<file path="src/rtl/uart_pkg.sv">
// Shared definitions for the UART receive path: frame width, FSM encoding
// and the clock-to-baud divider computation.
package uart_pkg;

  localparam int DATA_BITS = 8;

  typedef enum logic [2:0] {
    IDLE  = 3'd0,
    START = 3'd1,
    DATA  = 3'd2,
    STOP  = 3'd3,
    BREAK = 3'd4
  } uart_state_t;

  function automatic int calc_baud_ticks(input int clock_freq, input int baudrate);
    return clock_freq / baudrate;
  endfunction

endpackage

</file>
<file path="src/rtl/uart_rx_sync.sv">
// Two-flop synchronizer for asynchronous inputs; the flops reset to RST_VAL so
// an idle-high line does not look like activity right after reset.
module uart_rx_sync #(
  parameter int               WIDTH   = 1,
  parameter logic [WIDTH-1:0] RST_VAL = '1
) (
  input  logic             i_clk,
  input  logic             i_rst,
  input  logic [WIDTH-1:0] i_d,
  output logic [WIDTH-1:0] o_q
);

  logic [WIDTH-1:0] r_meta;
  logic [WIDTH-1:0] r_sync;

  always_ff @(posedge i_clk or posedge i_rst) begin
    if (i_rst) begin
      r_meta <= RST_VAL;
      r_sync <= RST_VAL;
    end else begin
      r_meta <= i_d;
      r_sync <= r_meta;
    end
  end

  assign o_q = r_sync;

endmodule

</file>
<file path="src/rtl/uart_rx.sv">
// 8N1 UART receiver: start bit qualified at mid-bit, data and stop bits sampled
// at their centres, one-cycle rx_valid or frame_err strobe per frame.
module uart_rx
  import uart_pkg::*;
#(
  parameter int BAUDRATE   = 115200,
  parameter int CLOCK_FREQ = 27000000,
  parameter int BAUD_TICKS = calc_baud_ticks(CLOCK_FREQ, BAUDRATE),
  parameter int HALF_TICKS = BAUD_TICKS / 2
) (
  input  logic                 clock,
  input  logic                 reset,
  input  logic                 rx,
  output logic [DATA_BITS-1:0] data_out,
  output logic                 rx_valid,
  output logic                 frame_err,
  output logic                 rx_busy,
  output uart_state_t          o_state
);

  localparam logic [15:0] LP_BAUD_LAST = 16'(BAUD_TICKS - 1);
  localparam logic [15:0] LP_HALF_LAST = 16'(HALF_TICKS - 1);
  localparam logic [2:0]  LP_LAST_BIT  = 3'(DATA_BITS - 1);

  logic                 w_rx_s;
  uart_state_t          r_state;
  uart_state_t          w_next_state;
  logic [15:0]          r_baud_cnt;
  logic [2:0]           r_bit_idx;
  logic [DATA_BITS-1:0] r_shift;
  logic [DATA_BITS-1:0] r_data_out;
  logic                 r_rx_valid;
  logic                 r_frame_err;
  logic                 w_baud_done;
  logic                 w_half_done;
  logic                 w_sample_bit;
  logic                 w_good_stop;
  logic                 w_bad_stop;

  uart_rx_sync #(
    .WIDTH   (1),
    .RST_VAL (1'b1)
  ) u_sync (
    .i_clk (clock),
    .i_rst (reset),
    .i_d   (rx),
    .o_q   (w_rx_s)
  );

  assign w_baud_done = (r_baud_cnt == LP_BAUD_LAST);
  assign w_half_done = (r_baud_cnt == LP_HALF_LAST);

  always_ff @(posedge clock or posedge reset) begin
    if (reset) r_state <= IDLE;
    else       r_state <= w_next_state;
  end

  always_comb begin
    w_next_state = r_state;
    w_sample_bit = 1'b0;
    w_good_stop  = 1'b0;
    w_bad_stop   = 1'b0;
    case (r_state)
      IDLE:  if (!w_rx_s) w_next_state = START;
      // A start bit that is high again at its centre was a glitch.
      START: if (w_half_done) w_next_state = w_rx_s ? IDLE : DATA;
      DATA: begin
        if (w_baud_done) begin
          w_sample_bit = 1'b1;
          if (r_bit_idx == LP_LAST_BIT) w_next_state = STOP;
        end
      end
      STOP: begin
        if (w_baud_done) begin
          if (w_rx_s) begin
            w_good_stop  = 1'b1;
            w_next_state = IDLE;
          end else begin
            w_bad_stop   = 1'b1;
            w_next_state = BREAK;
          end
        end
      end
      // Wait out a held-low line so it cannot retrigger frames.
      BREAK: if (w_rx_s) w_next_state = IDLE;
      default: w_next_state = IDLE;
    endcase
  end

  always_ff @(posedge clock or posedge reset) begin
    if (reset) begin
      r_baud_cnt  <= '0;
      r_bit_idx   <= '0;
      r_shift     <= '0;
      r_data_out  <= '0;
      r_rx_valid  <= 1'b0;
      r_frame_err <= 1'b0;
    end else begin
      r_rx_valid  <= w_good_stop;
      r_frame_err <= w_bad_stop;

      // The counter restarts at every state change and at each data-bit sample.
      if (r_state == IDLE || w_next_state != r_state || w_sample_bit)
        r_baud_cnt <= '0;
      else
        r_baud_cnt <= r_baud_cnt + 16'd1;

      if (r_state == START && w_next_state == DATA)
        r_bit_idx <= '0;
      else if (w_sample_bit)
        r_bit_idx <= r_bit_idx + 3'd1;

      if (w_sample_bit)
        r_shift <= {w_rx_s, r_shift[DATA_BITS-1:1]};

      if (w_good_stop)
        r_data_out <= r_shift;
    end
  end

  assign data_out  = r_data_out;
  assign rx_valid  = r_rx_valid;
  assign frame_err = r_frame_err;
  assign rx_busy   = (r_state != IDLE);
  assign o_state   = r_state;

endmodule

</file>
<file path="config.mk">
export PLATFORM = sky130hd
export DESIGN_NAME = uart_rx
export DESIGN_NICKNAME = d
export VERILOG_FILES = /design/src/rtl/uart_pkg.sv /design/src/rtl/uart_rx_sync.sv /design/src/rtl/uart_rx.sv
export SDC_FILE = /design/constraint.sdc
export NUM_CORES = 1
export LEC_CHECK = 0
export ABC_AREA = 0
export BUFFER_PORTS_ARGS = -buffer_cell sky130_fd_sc_hd__clkbuf_2
export CELL_PAD_IN_SITES_DETAIL_PLACEMENT = 2
export CELL_PAD_IN_SITES_GLOBAL_PLACEMENT = 2
export CORE_MARGIN = 4
export CORE_UTILIZATION = 42
export CTS_CLUSTER_SIZE = 24
export DETAILED_ROUTE_END_ITERATION = 16
export PLACE_DENSITY = 0.86
export SETUP_SLACK_MARGIN = 0.2
export SLEW_MARGIN = 20
export SYNTH_ARGS = -nofsm -noshare
export SYNTH_HDL_FRONTEND = slang
export SYNTH_SLANG_ARGS = --single-unit
</file>
<file path="constraint.sdc">
create_clock -name clock -period 6.1 [get_ports clock]
set_clock_uncertainty 0.2 [all_clocks]
set_input_delay 0.915 -clock clock [delete_from_list [all_inputs] [get_ports clock]]
set_output_delay 0.915 -clock clock [all_outputs]
set_load 0.1 [all_outputs]
</file>
==> results.py, run 1 <==
metrics = {
    "outcome": {
        "status": "complete, no violations",
    },
    "worst_setup_path": {
        "startpoint": "r_baud_cnt[8]",
        "cp.required_ns": 6.04,
        "critPathArrivalTime_ns": 2.91,
        "critPathCaptureType": "flop",
        "startpoint_type": "flop",
        "r2r-start": "r_baud_cnt[8]",
        "path_max_fanout": 16,
        "critical_path_class": "flop to flop",
    },
    "floorplan": {
        "die_h_microns": 76.2,
        "dieArea_sq_um": 5800,
        "die_w_microns": 76.2,
        "coreArea_sq_um": 4410,
        "ioPinCount": 17,
        "initial_core_util": 0.442,
        "placementRows": 24,
    },
    "timing": {
        "setup_viol_count_final": 0,
        "rsz0062_at_grt": "no",
        "hold_viol": 0,
        "finalCritPeriodShare": 0.488,
        "period_minus_slack_ns": 2.97,
        "fin_ws_ns": 3.13,
        "fmax_mhz": 336,
        "worst_slew_pin_slew_ns": 0.752,
        "slew_headroom": 0.497,
        "tns_ns": 0,
        "drv_slew": 0,
        "fin_hold_ws_ns": 0.158,
    },
    "global_routing": {
        "antenna_found_initial": 0,
        "grt_max_degree": 43,
        "grt.overflow.total": 0,
        "grt_pass1_vias": 1492,
        "grt_usage": 0.172,
        "grt_pass1_wl_microns": 7960,
    },
    "cts": {
        "clkSinkCount": 42,
        "cts_buffers": 5,
        "root_buffer": "clkbuf_8",
        "postCtsSetupRepairBufs": 0,
        "path_clk_slew_ns": 0.08,
        "ctsHoldBuffers": 0,
        "htree_num_levels": 2,
        "cts_tree": "yes",
        "cts_resized": 0,
        "clk_latency_ns": 0.29,
        "cts.path.max_buffers": 2,
    },
    "logic_synthesis": {
        "synth-edff-count": 0,
        "syn_area_sq_um": 1950,
        "yosys.area_share.xor_xnor": 0.0673,
        "synth_compound_area_frac": 0.0333,
        "ys_warn_count": 0,
        "synth-seq-cells": 42,
        "synth_nets": 177,
        "ys.flop_type": "dfrtp_1",
        "synthMuxAreaShare": 0.103,
        "synth_cell_types": 39,
        "synth-simple-area-share": 0.196,
        "avgSynthCellArea_sq_um": 11.5,
        "synth_adder_area_share": 0.0321,
        "ys_seq_area_frac": 0.540,
        "syn_inst": 169,
        "synth_top_family_by_area": "simple AND/OR/NAND/NOR gates",
        "ys_async_sr_fraction": 1.00,
    },
    "final_layout": {
        "nNetsFinal": 195,
        "n_antenna_cell": 0,
        "stdcell_area_sq_um": 2180,
        "area_delta_synth_final_pct": 11.9,
        "drive_gt1_frac": 0.235,
    },
    "worst_hold_path": {
        "worstHoldStart": "u_sync.r_meta",
        "hold_class": "flop to flop",
    },
    "power_and_ir_drop": {
        "power.total_uw": 511,
        "vdd_drop_max_uv": 116,
        "power-per-cell-area_nw_per_um2": 234,
        "p_leak_nw": 1.09,
    },
    "detailed_routing": {
        "antenna_left": 0,
        "drtIter0Drc": 61,
        "first_pass_iters": 4,
        "post-route-drc-count": 0,
        "wire_per_inst_microns": 19.0,
        "detailroute.via_count": 1314,
        "viasPerCell": 5.50,
        "routed_wl_microns": 4540,
    },
    "placed_design": {
        "post-dp-hpwl_microns": 3280,
        "placed_cell_area_sq_um": 2070,
        "place_congestion": 0.795,
        "post-place-ws_ns": 3.17,
        "io_buffers": 16,
    },
    "run": {
        "maxCapViolCount": 0,
    },
}
-- worst max-delay path: stages (launching register included) --
cell	delay, ns
dfrtp_1	0.43
or4_4	0.59
nor4_1	0.61
o22ai_1	0.22
o211ai_2	0.65
nor2_1	0.12
-- cells in the final DEF (no fill, tap or decap), types with 8 or more instances in the layout --
master	count
dfrtp_1	40
nor2_1	26
clkbuf_2	16
mux2_2	10
nand3_1	9
xor2_1	9
nand2_1	8
-- stage by stage --
| stage | util | std cells |
|---|---|---|
| floorplan | - | 169 |
| global placement | 0.469 | 232 |
| detailed placement | 0.469 | 232 |
| CTS | 0.495 | 239 |
| global route | 0.495 | 239 |
| finish | 0.495 | 239 |
-- synthesized netlist by cell type (4+ instances only) --
library cell,number,share of area
xor2_1,9,0.040
nand4_1,4,0.013
dfrtp_1,40,0.51
nor2_1,26,0.050
nand2_1,8,0.015
inv_1,6,0.012
mux2_2,10,0.058
mux2_1,6,0.035
nand3_1,9,0.023
xnor2_1,6,0.027
ha_1,5,0.032
-- sequential cells by signal, indices dropped and copies added (netlist names) --
| register | cells |
|---|---|
| r_shift | 8 |
| rx_valid | 1 |
| o_state | 3 |
| u_sync.o_q | 1 |
| u_sync.r_meta | 1 |
| data_out | 8 |
| r_baud_cnt | 16 |
| r_bit_idx | 3 |
| frame_err | 1 |
-- cell type report --
cell class / instances / area [sq um]
timing repair buffer: 17 / 87.6
multi-input combinational: 115 / 842
tap: 52 / 65.1
sequential: 42 / 1050
inverter: 6 / 22.5
clock buffer: 6 / 82.6
fill: 447 / 2230
clock inverter: 1 / 30.0
-- worst paths after layout --
check	endpoint	cells after the start	slack [ns]
max	r_baud_cnt[13]	5	3.13
min	u_sync.o_q	0	0.16
max reg2reg	r_baud_cnt[13]	5	3.13
min reg2reg	u_sync.o_q	0	0.16
max in group asynchronous	u_sync.r_meta	3	4.80
min in group asynchronous	data_out[0]	3	0.52
-- where the power goes --
group | switching [mW] | internal [mW]
combinational | 0.00583 | 0.00130
clock | 0.0931 | 0.131
sequential | 0.000797 | 0.279
total | 0.0997 | 0.412
-- layer usage --
layer	track usage	routed length [microns]	share of wire
met5	0	0	0
met2	0.305	2410	0.53
met1	0.205	1950	0.43
met4	0.0524	68	0.015
met3	0.0378	114	0.025
-- logic make-up (layout without fill, tap and decap cells) --
family / Yosys count / in the layout
DFF: 42 / 42
AOI/OAI and AO/OA: 9 / 9
and+or+nand+nor: 68 / 68
adders and majority gates: 5 / 5
xor gates and xnor gates: 15 / 15
buffers and inverters: 12 / 30
muxes: 18 / 18
Note: power is estimated with default switching activity, not from simulation.
==> run 2, diff against run 1 <==
--- a/config.mk
+++ b/config.mk
@@ -10,10 +10,10 @@
 export CELL_PAD_IN_SITES_DETAIL_PLACEMENT = 2
 export CELL_PAD_IN_SITES_GLOBAL_PLACEMENT = 2
 export CORE_MARGIN = 4
-export CORE_UTILIZATION = 42
+export CORE_UTILIZATION = 35
 export CTS_CLUSTER_SIZE = 24
 export DETAILED_ROUTE_END_ITERATION = 16
-export PLACE_DENSITY = 0.86
+export PLACE_DENSITY = 0.77
 export SETUP_SLACK_MARGIN = 0.2
 export SLEW_MARGIN = 20
 export SYNTH_ARGS = -nofsm -noshare
==> constraint.sdc (replaced) <==
create_clock -name clock -period 2.4 [get_ports clock]
set_clock_uncertainty 0.2 [all_clocks]
set_input_delay 0.36 -clock clock [delete_from_list [all_inputs] [get_ports clock]]
set_output_delay 0.36 -clock clock [all_outputs]
set_load 0.1 [all_outputs]
==> run 2 against run 1 <==
  * The run now ends with negative setup slack left
  * Critical path depth rose by 3
  * Setup slack got worse by 3.3 ns
  * Via count up 12%
  * Largest power group unchanged
  * Flip-flop and latch count unchanged
==> results.py, run 2 (synthesized netlist as in run 1, its figures left out) <==
metrics = {
    "cts": {
        "cts_buffers": 5,
        "path_clk_slew_ns": 0.08,
        "cts_tree": "yes",
        "root_buffer": "clkbuf_8",
        "clk_latency_ns": 0.29,
        "htree_num_levels": 2,
        "clkSinkCount": 42,
        "cts.path.max_buffers": 2,
    },
    "worst_setup_path": {
        "cpPeakStageDelay_ns": 0.56,
        "crit_buf_inv": 3,
        "path_max_fanout": 8,
        "critPathTopFamily": "simple AND/OR/NAND/NOR gates",
        "critPathCaptureType": "flop",
        "startpoint_type": "flop",
        "path_cells": "or4_4 -> buf_6 -> nor4_4 -> o22ai_1 -> o211ai_2 -> buf_6 -> buf_12 -> nor2_2",
        "cp.required_ns": 2.38,
        "cpMostUsedCell": "buf_6",
        "cpMaxStageDelayCell": "or4_4",
        "critical_path_class": "flop to flop",
        "critPathArrivalTime_ns": 2.51,
    },
    "timing": {
        "period_minus_slack_ns": 2.53,
        "slew_headroom": 0.633,
        "rsz0062_at_grt": "yes",
        "hold_viol": 0,
        "fin_ws_ns": -0.130,
        "fmax_mhz": 395,
        "finalCritPeriodShare": 1.05,
        "setup_viol_count_final": 36,
        "worst_slew_pin_slew_ns": 0.551,
        "drv_slew": 0,
    },
    "placed_design": {
        "place_congestion": 0.854,
        "placed_cell_area_sq_um": 2290,
        "io_buffers": 16,
        "post-dp-hpwl_microns": 3440,
    },
    "power_and_ir_drop": {
        "power-per-cell-area_nw_per_um2": 445,
        "vdd_drop_max_uv": 182,
        "p_leak_nw": 1.27,
        "power.total_mw": 1.21,
    },
    "floorplan": {
        "die_w_microns": 82.7,
        "die_h_microns": 82.7,
        "ioPinCount": 17,
        "coreArea_sq_um": 5270,
        "initial_core_util": 0.370,
        "placementRows": 26,
        "dieArea_sq_um": 6840,
    },
    "global_routing": {
        "antenna_found_initial": 0,
        "grt_max_degree": 43,
        "grt_pass1_vias": 1744,
        "grt_usage": 0.181,
        "grt_pass1_wl_microns": 9020,
        "grt.overflow.total": 0,
    },
    "worst_hold_path": {
        "hold_class": "flop to flop",
    },
    "detailed_routing": {
        "detailroute.via_count": 1475,
        "wire_per_inst_microns": 20.1,
        "viasPerCell": 5.05,
        "first_pass_iters": 4,
        "drtIter0Drc": 68,
        "post-route-drc-count": 0,
        "antenna_left": 0,
        "routed_wl_microns": 5870,
    },
    "final_layout": {
        "drive_gt1_frac": 0.486,
        "mostFrequentLayoutCells": "dfrtp_1 (37), buf_4 (23), clkbuf_2 (15)",
        "multi_input_area_sq_um": 1030,
        "largest_register_ffs": 16,
        "stdcell_area_sq_um": 2710,
        "layout_commonest_cell": "dfrtp_1",
        "seq_area_sq_um": 1060,
        "top_register": "r_baud_cnt",
        "nNetsFinal": 229,
        "n_antenna_cell": 0,
        "fill_cells": 547,
        "area_delta_synth_final_pct": 38.8,
    },
    "outcome": {
        "violations": "negative setup slack",
        "status": "complete, but fails checks",
    },
    "run": {
        "maxCapViolCount": 0,
    },
}
[run 2: cell types whose count changed in the layout (fill, tap and decap cells not counted), sizes merged]
cell | previous run | this run
buf | 1 | 33
dlygate4sd3 | 0 | 2
bufinv | 1 | 0
clkbuf | 22 | 23
clkinv | 0 | 1
[run 2: power by group]
part / switching [mW] / internal (mW)
clock: 0.238 / 0.232
combinational: 0.0163 / 0.00547
sequential: 0.00289 / 0.710
[run 2: area by class of cell]
class,count,area share
Timing Repair Buffer,51,0.156
Multi-Input combinational cell,115,0.380
Clock inverter,1,0.00185
Tap cell,70,0.0323
Sequential cell,42,0.390
Clock buffer,7,0.0319
Inverter,6,0.00831
[run 2: metal layers]
metal,global-route usage,vias up,part of all wire
met4,0.0621,0,0.017
met5,0,-,0
li1,-,684,-
met1,0.194,764,0.40
met2,0.354,19,0.56
met3,0.0293,8,0.022
[run 2: what timing repair did]
item,CTS,global route
hold buffers,2,0
hold endpoints to repair,19,0
setup buffers,6,6
resized for setup,29,19
pin swaps,8,11
setup endpoints to repair,41,41
gates cloned,1,0
[run 2: worst paths after layout]
check,start,end,slack [ns],cells past startpoint
max,r_baud_cnt[11],r_baud_cnt[5],-0.13,8
min,u_sync.r_meta,u_sync.o_q,0.17,0
max reg2reg,r_baud_cnt[11],r_baud_cnt[5],-0.13,8
min in group asynchronous,reset,data_out[2],0.55,4
min reg2reg,u_sync.r_meta,u_sync.o_q,0.17,0
max in group asynchronous,reset,o_state[2],1.05,4
[run 2: per-stage QoR]
| step | hold slack [ns] | cells | setup slack [ns] | utilization | TNS [ns] |
|---|---|---|---|---|---|
| after detailed placement | 0.149 | 269 | -0.0851 | 0.435 | -0.575 |
| after floorplan | 0.145 | 169 | -0.0787 | - | -0.474 |
| after global placement | 0.146 | 269 | -0.0390 | 0.435 | -0.114 |
| final | 0.167 | 292 | -0.130 | 0.514 | -3.07 |
| after global routing | 0.172 | 292 | -0.277 | 0.514 | -7.44 |
| after CTS | 0.162 | 286 | -0.0671 | 0.492 | -1.29 |
==> run 3, diff against run 2 <==
--- a/config.mk
+++ b/config.mk
@@ -9,7 +9,7 @@
 export BUFFER_PORTS_ARGS = -buffer_cell sky130_fd_sc_hd__clkbuf_2
 export CELL_PAD_IN_SITES_DETAIL_PLACEMENT = 2
 export CELL_PAD_IN_SITES_GLOBAL_PLACEMENT = 2
-export CORE_MARGIN = 4
+export CORE_MARGIN = 2
 export CORE_UTILIZATION = 35
 export CTS_CLUSTER_SIZE = 24
 export DETAILED_ROUTE_END_ITERATION = 16
==> run 3 against run 2 <==
  * Final cell count increased by 0.34%
  * Total power shrank 1.5%
  * Critical endpoint is now r_baud_cnt[11]
  * Count of clock-buffer cells in the layout down 1
  * Core utilization fell by 2.9 points
  * The run still ends with negative setup slack left
  * Fmax down 0.49%
  * Die area is 9.4% lower
==> results.py, run 3 (synthesized netlist as in run 1, its figures left out) <==
metrics = {
    "global_routing": {
        "grt_usage": 0.206,
        "antenna_found_initial": 0,
        "grt.overflow.total": 0,
        "met3_usage": 0.0517,
        "grt_util_met2": 0.393,
        "grt_max_degree": 20,
        "grt_pass1_vias": 1745,
        "grt_pass1_wl_microns": 9380,
        "grt_util_met1": 0.213,
        "top_usage_layer": "met2",
    },
    "detailed_routing": {
        "drtIter0Drc": 48,
        "post-route-drc-count": 0,
        "antenna_left": 0,
        "first_pass_iters": 4,
        "routed_wl_microns": 6220,
        "detailroute.via_count": 1518,
        "wire_per_inst_microns": 21.2,
        "viasPerCell": 5.18,
    },
    "outcome": {
        "violations": "negative setup slack",
        "status": "complete, but fails checks",
    },
    "worst_hold_path": {
        "hold_depth": 0,
        "hold_end": "u_sync.o_q",
        "worstHoldStart": "u_sync.r_meta",
        "hold_class": "flop to flop",
    },
    "cts": {
        "path_clk_slew_ns": 0.07,
        "clkSinkCount": 42,
        "cts_buffers": 5,
        "root_buffer": "clkbuf_8",
        "htree_num_levels": 2,
        "cts_tree": "yes",
        "cts.path.max_buffers": 2,
        "clk_latency_ns": 0.30,
    },
    "floorplan": {
        "initial_core_util": 0.359,
        "dieArea_sq_um": 6190,
        "die_h_microns": 78.7,
        "coreArea_sq_um": 5440,
        "ioPinCount": 17,
        "die_w_microns": 78.7,
        "placementRows": 27,
    },
    "worst_setup_path": {
        "cpMostUsedCell": "buf_6",
        "cpMaxStageDelayCell": "or4_4",
        "critPathCaptureType": "flop",
        "r2r_cells": 9,
        "cpPeakStageDelay_ns": 0.55,
        "path_cells": "or4_4 -> buf_6 -> nor4_4 -> buf_6 -> a311oi_4 -> o211ai_2 -> buf_6 -> buf_12 -> nor2_1",
        "cp.required_ns": 2.38,
        "critical_path_class": "flop to flop",
        "startpoint_type": "flop",
        "path_max_fanout": 8,
        "critPathArrivalTime_ns": 2.52,
        "r2r-end": "r_baud_cnt[11]",
        "r2r-start": "r_baud_cnt[11]",
        "reg2reg_slack_ns": -0.14,
    },
    "final_layout": {
        "area_delta_synth_final_pct": 35.3,
        "n_antenna_cell": 0,
        "stdcell_area_sq_um": 2640,
        "finish.utilization": 0.485,
        "top_register": "r_baud_cnt",
        "nNetsFinal": 228,
        "drive_gt1_frac": 0.452,
        "seq_area_sq_um": 1060,
        "largest_register_ffs": 16,
        "mostFrequentLayoutCells": "dfrtp_1 (37), buf_4 (21), nor2_1 (19)",
        "fill_cells": 566,
        "layout_commonest_cell": "dfrtp_1",
        "multi_input_area_sq_um": 966,
    },
    "power_and_ir_drop": {
        "power-per-cell-area_nw_per_um2": 450,
        "vdd_drop_max_uv": 267,
        "power.total_mw": 1.19,
        "p_leak_nw": 1.27,
    },
    "run": {
        "maxCapViolCount": 0,
    },
    "placed_design": {
        "place_congestion": 0.883,
        "placed_cell_area_sq_um": 2300,
        "post-dp-hpwl_microns": 3750,
        "io_buffers": 16,
    },
    "timing": {
        "drv_slew": 0,
        "fmax_mhz": 393,
        "slew_headroom": 0.615,
        "finalCritPeriodShare": 1.06,
        "setup_viol_count_final": 35,
        "period_minus_slack_ns": 2.54,
        "fin_ws_ns": -0.142,
        "rsz0062_at_grt": "yes",
        "hold_viol": 0,
        "tns_ns": -3.42,
        "worst_slew_pin_slew_ns": 0.580,
        "fin_hold_ws_ns": 0.168,
    },
}
## run 3: area by class of cell
type / count / area share
Sequential cell: 42 / 0.400
Multi-Input combinational cell: 115 / 0.366
Timing Repair Buffer: 50 / 0.160
Tap cell: 72 / 0.0341
Clock buffer: 6 / 0.0275
Inverter: 6 / 0.00853
Clock inverter: 2 / 0.00379
## run 3: worst max-delay path by stage
stage | startpoint | to | slack (ns) | depth (start not counted)
floorplan | r_baud_cnt[11] | r_shift[0] | -0.08 | 5
global placement | r_baud_cnt[11] | r_shift[4] | -0.04 | 5
detailed placement | r_baud_cnt[15] | r_baud_cnt[14] | -0.13 | 7
CTS | r_baud_cnt[15] | r_baud_cnt[11] | -0.06 | 9
global route | r_baud_cnt[11] | r_baud_cnt[11] | -0.21 | 9
finish | r_baud_cnt[11] | r_baud_cnt[11] | -0.14 | 9
## run 3: what timing repair did
item                                    in CTS  in global routing
cloned                                       1                  0
buffers inserted                             7                  3
endpoints found under the setup margin      41                 40
hold buffers                                 2                  0
endpoints found under the hold margin       10                  0
pin swaps                                    2                  6
gates resized for setup                     11                 23
## run 3: per-stage QoR
step,instances,setup slack (ns)
after floorplan,169,-0.0787
after global placement,272,-0.0356
after detailed placement,272,-0.134
after CTS,290,-0.0593
after global routing,293,-0.209
final,293,-0.142
## run 3: metal layers
metal	part of all wire	vias up
met5	0	-
met4	0.020	0
met3	0.024	8
met2	0.59	24
met1	0.37	803
li1	-	683
## run 3: worst max-delay path: cells and delay by family, from the launching register on
family	cells	cell delay, ns
flip-flops	1	0.38
AO/OA/AOI/OAI	2	0.32
buffers and inverters	4	0.60
AND/OR/NAND/NOR	3	0.90
## run 3: power breakdown
part / leakage, nW / internal (mW) / switching (mW)
clock: 0.0450 / 0.202 / 0.248
sequential: 0.561 / 0.710 / 0.00317
combinational: 0.667 / 0.00648 / 0.0176
total: 1.27 / 0.919 / 0.268
